**config.mk**
```make
export PLATFORM = sky130hd
export DESIGN_NAME = ptp_tx_gen
export DESIGN_NICKNAME = d
export VERILOG_FILES = /design/src/rtl/ptp_tx_gen.sv
export SDC_FILE = /design/constraint.sdc
export NUM_CORES = 1
export LEC_CHECK = 0
export BUFFER_PORTS_ARGS = -buffer_cell sky130_fd_sc_hd__buf_2
export CORE_MARGIN = 2
export CORE_UTILIZATION = 46
export DETAILED_ROUTE_END_ITERATION = 7
export PLACE_DENSITY = 0.75
export SLEW_MARGIN = 25
export SYNTH_ARGS = -nofsm -noshare
export SYNTH_HDL_FRONTEND = slang
export SYNTH_SLANG_ARGS = --single-unit
```
**constraint.sdc**
```tcl
create_clock -name clk -period 2.1 [get_ports clk]
set_clock_uncertainty 0.05 [all_clocks]
set_input_delay 0.21 -clock clk [delete_from_list [all_inputs] [get_ports clk]]
set_output_delay 0.21 -clock clk [all_outputs]
set_load 0.02 [all_outputs]
```
**src/rtl/ptp_tx_gen.sv**
```systemverilog
// ptp_tx_gen: builds Ethernet/IPv4/UDP/PTPv2 event frames and streams them as 32-bit words
//   clk, rst          : clock, synchronous active-high reset
//   tx_req_i          : start-frame request, taken only while tx_busy_o=0
//   tx_msgid_i        : PTP messageType captured with the request
//   ptp_time_i        : {seconds[47:0], ns[31:0]}, latched at request
//   ptp_ready_i       : downstream accept
//   ptp_data_o/valid_o/sop_o/eop_o/mod_o : 23-word frame stream, byte 0 in [31:24]
//   tx_busy_o         : frame in progress
//   tx_done_o         : one-cycle pulse after the eop word transfers
//   tx_infor_o        : {msgid, seqid, time} valid with tx_done_o, else 0
module ptp_tx_gen #(
    parameter logic [31:0] PREFIX  = 32'h00000000,
    parameter logic [47:0] DST_MAC = 48'h011B19000000,
    parameter logic [47:0] SRC_MAC = 48'h000A35000001,
    parameter logic [31:0] SRC_IP  = 32'hC0A80001,
    parameter logic [31:0] DST_IP  = 32'hE0000181,
    parameter logic [7:0]  DOMAIN  = 8'h00,
    parameter logic [79:0] PORT_ID = 80'h0
) (
    input  logic         clk,
    input  logic         rst,
    input  logic         tx_req_i,
    input  logic [3:0]   tx_msgid_i,
    input  logic [79:0]  ptp_time_i,
    input  logic         ptp_ready_i,
    output logic [31:0]  ptp_data_o,
    output logic         ptp_valid_o,
    output logic         ptp_sop_o,
    output logic         ptp_eop_o,
    output logic [1:0]   ptp_mod_o,
    output logic         tx_busy_o,
    output logic         tx_done_o,
    output logic [99:0]  tx_infor_o
);
    // The IPv4 header is fixed apart from the addresses, so its checksum is a constant.
    function automatic logic [15:0] ip_csum(input logic [31:0] sip, input logic [31:0] dip);
        logic [19:0] s;
        s = 20'h4500 + 20'h0048 + 20'h4000 + 20'h0111
          + 20'(sip[31:16]) + 20'(sip[15:0]) + 20'(dip[31:16]) + 20'(dip[15:0]);
        s = 20'(s[15:0]) + 20'(s[19:16]);
        s = 20'(s[15:0]) + 20'(s[19:16]);
        return ~s[15:0];
    endfunction
    localparam logic [15:0] IP_CSUM = ip_csum(SRC_IP, DST_IP);
    localparam logic [4:0]  LAST    = 5'd22;
    typedef enum logic {IDLE, SEND} state_e;
    state_e        state_q, state_d;
    logic [4:0]    idx_q, idx_d;
    logic [3:0]    msgid_q, msgid_d;
    logic [79:0]   time_q, time_d;
    logic [15:0]   seq_q, seq_d;
    logic          done_q, done_d;
    logic [99:0]   infor_q, infor_d;
    logic [31:0]   word;
    logic          send, xfer;
    assign send = state_q == SEND;
    assign xfer = send && ptp_ready_i;
    always_comb begin
        state_d = state_q;
        idx_d   = idx_q;
        msgid_d = msgid_q;
        time_d  = time_q;
        seq_d   = seq_q;
        done_d  = 1'b0;
        infor_d = 100'h0;
        if (!send && tx_req_i) begin
            state_d = SEND;
            idx_d   = 5'd0;
            msgid_d = tx_msgid_i;
            time_d  = ptp_time_i;
        end
        if (xfer) begin
            idx_d = idx_q + 5'd1;
            if (idx_q == LAST) begin
                state_d = IDLE;
                idx_d   = 5'd0;
                done_d  = 1'b1;
                infor_d = {msgid_q, seq_q, time_q};
                seq_d   = seq_q + 16'd1;
            end
        end
    end
    always_comb begin
        word = 32'h0;
        case (idx_q)
            5'd0:    word = PREFIX;
            5'd1:    word = DST_MAC[47:16];
            5'd2:    word = {DST_MAC[15:0], SRC_MAC[47:32]};
            5'd3:    word = SRC_MAC[31:0];
            5'd4:    word = 32'h08004500;
            5'd5:    word = 32'h00480000;
            5'd6:    word = 32'h40000111;
            5'd7:    word = {IP_CSUM, SRC_IP[31:16]};
            5'd8:    word = {SRC_IP[15:0], DST_IP[31:16]};
            5'd9:    word = {DST_IP[15:0], 16'h013F};
            5'd10:   word = 32'h013F0034;
            5'd11:   word = {20'h0, msgid_q, 8'h02};
            5'd12:   word = {16'h002C, DOMAIN, 8'h00};
            5'd16:   word = {16'h0000, PORT_ID[79:64]};
            5'd17:   word = PORT_ID[63:32];
            5'd18:   word = PORT_ID[31:0];
            5'd19:   word = {seq_q, 7'h0, msgid_q != 4'h0, 8'h7F};
            5'd20:   word = time_q[79:48];
            5'd21:   word = {time_q[47:32], time_q[31:16]};
            5'd22:   word = {time_q[15:0], 16'h0000};
            default: word = 32'h0;
        endcase
    end
    always_ff @(posedge clk) begin
        if (rst) begin
            state_q <= IDLE;
            idx_q   <= 5'd0;
            msgid_q <= 4'h0;
            time_q  <= 80'h0;
            seq_q   <= 16'h0;
            done_q  <= 1'b0;
            infor_q <= 100'h0;
        end else begin
            state_q <= state_d;
            idx_q   <= idx_d;
            msgid_q <= msgid_d;
            time_q  <= time_d;
            seq_q   <= seq_d;
            done_q  <= done_d;
            infor_q <= infor_d;
        end
    end
    assign ptp_valid_o = send;
    assign tx_busy_o   = send;
    assign ptp_data_o  = send ? word : 32'h0;
    assign ptp_sop_o   = send && idx_q == 5'd0;
    assign ptp_eop_o   = send && idx_q == LAST;
    assign ptp_mod_o   = ptp_eop_o ? 2'd2 : 2'd0;
    assign tx_done_o   = done_q;
    assign tx_infor_o  = infor_q;
endmodule

```
# Word level (Yosys, flattened, before mapping)
# Cells that the tools add are included.
# totals
register_bits,207
output_inout_bits,139
elab_cells,48
# classes
addsub,2
n_eq_ne,16
n_mux,10
bitwise_logic,2
n_reduce_logical,11
# ops
cell,n
32-bit case mux with 16 select lines,1
32-bit two-way mux,1
5-bit by 4-bit == test with 1-bit output (second input constant),5
5-bit by 3-bit == test with 1-bit output (second input constant),4
5-bit == test (second input constant),4
16-bit by 1-bit adder with 16-bit output (second input constant),1
5-bit two-way mux,3
5-bit by 2-bit == test with 1-bit output (second input constant),2
5-bit by 1-bit adder with 5-bit output (second input constant),1
5-bit by 1-bit == test with 1-bit output (second input constant),1
5-bit logical NOT,1
1-bit logical AND,4
1-bit two-way mux,4
4-bit nonzero test,1
3-bit OR reduction,1
2-bit two-way mux,1
1-bit inverter,2
2-bit AND reduction,1
2-bit nonzero test,1
2-bit OR reduction,1
1-bit logical NOT,1

# Longest topological paths before layout
# logic_depth
depth_word,5
ltp_mapped,8
depth_no_buf,6

# Least setup slack after synthesis
# OpenSTA, ideal clock, no wires.
# synth_path
path_kind,register -> output
from,reg idx_q[0]
to,out ptp_data_o[30]
t_arrival_ns,1.849
path_slack_ns,-0.009
stages_incl_launch_ff,8
n_path_buf,2
path_cell_list,dfxtp_1 > inv_1 > ha_1 > and4b_1 > clkbuf_1 > clkbuf_1 > a22oi_1 > a41oi_1
# synth_between
elab_chain_cells,3
# synth_rtl
element,line_no,source
start: declaration,48,"logic [4:0] idx_q, idx_d;"
start signal: assignment,120,idx_q <= idx_d;
5-bit == test (tied with other cells),85,case (idx_q)
32-bit case mux with 16 select lines *,85,
32-bit two-way mux *,130,assign ptp_data_o = send ? word : 32'h0;
end: declaration,26,"output logic [31:0] ptp_data_o,"
# Every way passes the cells marked *; elsewhere a longest branch is shown, timed or not.

# Final worst setup path
# layout_path
from,reg idx_q[1]
to,out ptp_data_o[22]
# Same word-level chain as after synthesis.

==> impl_metrics.json <==
{
  "status": "finished, violations left",
  "violations": "setup timing",
  "met3_usage_pct": 3.65,
  "r2r_end": "seq_q[12]$_SDFFE_PP0P_",
  "io_pins": 227,
  "layout_setup_ws_ns": -0.382,
  "p_leak_nw": 5.00,
  "drv_cap": 0,
  "n_fill_cell": 1135,
  "grt_pass1_vias": 7429,
  "initialDrtViolationCount": 710,
  "totalPowerFinal_w": 0.00876,
  "rsz0062_at_grt": "true",
  "met2_usage_pct": 48.6,
  "max_freq_mhz": 403,
  "cts_buffers": 22,
  "synth_top_cells_by_area": "dfxtp_1 54%, nand2_1 9.1%, and2_1 8.5%, a21oi_1 7.5%, clkbuf_1 3.0%",
  "port_buffers": 225,
  "start_util_pct": 46.9,
  "cts_num_sinks": 207,
  "synth_edf_count": 0,
  "period_needed_ns": 2.48,
  "async_flop_share_pct": 0,
  "drtAntennaViolNets": 0,
  "crit_type": "flop to output pin",
  "dp_slack_ns": -0.00992,
  "synth_top_flop_cell": "dfxtp_1",
  "die_area_um2": 17900,
  "setup.worst_path.start_class": "flop",
  "cp_top_family": "buffers and inverters",
  "whs_ns": 0.0563,
  "path_clk_slew_ns": 0.06,
  "core-area_um2": 16500,
  "arrival_ns": 2.22,
  "drive_above_1_share_pct": 31.3,
  "netlist.area_leader.share_pct": 53.5,
  "cts_tree": "yes",
  "fp.dieW_um": 134,
  "synthToLayoutAreaGrowth_pct": 49.6,
  "min_path_cells": 2,
  "final_cell_mix": "202 x dfxtp_1, 193 x buf_2, 186 x nand2_1",
  "wl_per_cell_um": 18.4,
  "gr-usage-met1_pct": 35.6,
  "slew_violations": 0,
  "antenna_found_initial": 1,
  "cts_htree_levels": 1,
  "place_congestion": 0.950,
  "yosys_warnings": 0,
  "hp-class": "input pin to flop",
  "ir_drop_mv": 0.609,
  "hold_start": "rst",
  "hold_viol_final": 0,
  "top_usage_layer": "met2",
  "cts_buffer_depth": 3,
  "grt_max_degree": 53,
  "dp_hpwl_um": 16900,
  "cp.required_ns": 1.84,
  "worst_pin_slew_ns": 0.579,
  "fin_crit_sh_pct": 118,
  "path_cells": "inv_2, ha_2, and4b_4, buf_6, a221oi_1, a21oi_1, buf_4",
  "cp_max_fo": 6,
  "wl_um": 26700,
  "ys_types": 53,
  "cts-root-buf": "clkbuf_16",
  "holdPathEnd": "seq_q[9]$_SDFFE_PP0P_",
  "rows": 47,
  "grt_pass1_wl_um": 39400,
  "num_vias": 7992,
  "avgSynthCellArea_um2": 8.71,
  "grt_remaining_overflow": 0,
  "cpPeakStageDelay_ns": 0.36,
  "powerDensity_nw_per_um2": 757,
  "synth_seq_cells": 207,
  "setup_tns_ns": -8.67,
  "clk_latency_ns": 0.50,
  "crit_path_end_kind": "output pin",
  "cp_slowest_cell": "dfxtp_4",
  "r2r_cells": 7,
  "syn_inst": 889,
  "drt_pre_antenna_iters": 5,
  "netlist_area_um2": 7740,
  "ys_seq_area_share_pct": 53.5,
  "via_per_inst": 5.51,
  "die_h_um": 134,
  "fin_area_um2": 11600,
  "drc": 0,
  "layout_commonest_cell": "dfxtp_1",
  "placed_area_um2": 9330,
  "nets": 1309,
  "setup_violations": 32,
  "gr-usage-all-layers_pct": 28.1,
  "syn-num-nets": 982,
  "yosysTopAreaCell": "dfxtp_1",
  "ff2ff_setup_slack_ns": 0.07,
  "critPathBufInv": 3,
  "slew_headroom_pct": 61.4,
  "reg2reg_from": "idx_q[1]$_SDFFE_PP0P_"
}
[area by class of cell]
type	instances	area [µm²]	area share (%)
clock inverter	9	129	1.11
inverter	6	25.0	0.216
sequential	207	4160	35.9
antenna	1	2.50	0.0216
multi-input combinational	602	3600	31.1
clock buffer	29	638	5.51
timing repair buffer	377	2750	23.7
tap	220	275	2.38
[state kept, by name (all words and copies together), names as in the netlist]
register / flops
tx_infor_o: 100
idx_q: 5
msgid_q: 4
seq_q: 16
tx_done_o: 1
ptp_valid_o: 1
time_q: 80
[through the flow]
stage | instances | utilization [%]
after floorplan | 889 | -
after global placement | 1310 | 56.4
after detailed placement | 1310 | 56.4
after CTS | 1445 | 68.9
after global routing | 1451 | 70.1
final | 1451 | 70.1
[synthesized netlist by cell type (5+ instances only)]
cell and n:
clkbuf_1 62, dfxtp_1 207, or3_1 6, nand4_1 9, a221oi_1 12, nand2b_1 8
a222oi_1 6, nand3_1 7, inv_1 6, a21oi_1 116, and2_1 105, xnor2_1 5
nand2_1 187, nor2_1 30, nor3_1 6, ha_1 5, a22oi_1 21, a31oi_1 5
and3_1 5, o21ai_0 19
[per-layer routing]
layer	wire, µm	vias to the layer above
met2	13100	458
li1	-	3674
met5	0	-
met3	2040	72
met4	943	0
met1	10600	3788
[worst reg2reg max path, cell delays in order, from the launching register on]
cell and delay, ns:
dfxtp_4 0.38, buf_6 0.11, ha_4 0.14, and4b_4 0.39
buf_6 0.18, nand4_1 0.20, or3_4 0.38, a21oi_2 0.13
[repair_timing]
item	4_1_cts	5_1_grt
setup endpoints to repair	35	68
hold buffers	85	0
buffers inserted	12	6
hold endpoints to repair	85	0
resized for setup	92	42
pin swaps	29	13
cloned	2	1
[worst max path at each step]
stage	startpoint	to	slack (ns)	depth (start not counted)
floorplan	idx_q[0]$_SDFFE_PP0P_	ptp_data_o[18]	0.01	7
global placement	idx_q[1]$_SDFFE_PP0P_	ptp_data_o[21]	0.03	6
detailed placement	idx_q[0]$_SDFFE_PP0P_	ptp_data_o[18]	-0.01	8
CTS	idx_q[0]$_SDFFE_PP0P_	ptp_data_o[23]	-0.31	7
global route	idx_q[0]$_SDFFE_PP0P_	ptp_data_o[22]	-0.43	7
finish	idx_q[1]$_SDFFE_PP0P_	ptp_data_o[22]	-0.38	7
[cell families after synthesis]
logic type,share of synthesized area [%]
AO/OA/AOI/OAI,15.7
multiplexers,0.129
flip-flops,53.5
other,0.0484
adder cells (fa/ha/maj),0.808
AND/OR/NAND/NOR,24.7
XOR/XNOR,1.02
buffers and inverters,4.14
[power by group]
part | switching [W] | internal, W | total, W
logic | 0.000308 | 0.000285 | 0.000593
clock network | 0.00154 | 0.00251 | 0.00404
registers | 0.000108 | 0.00402 | 0.00413
total | 0.00195 | 0.00681 | 0.00876
Power figures use the tool's default switching activity.
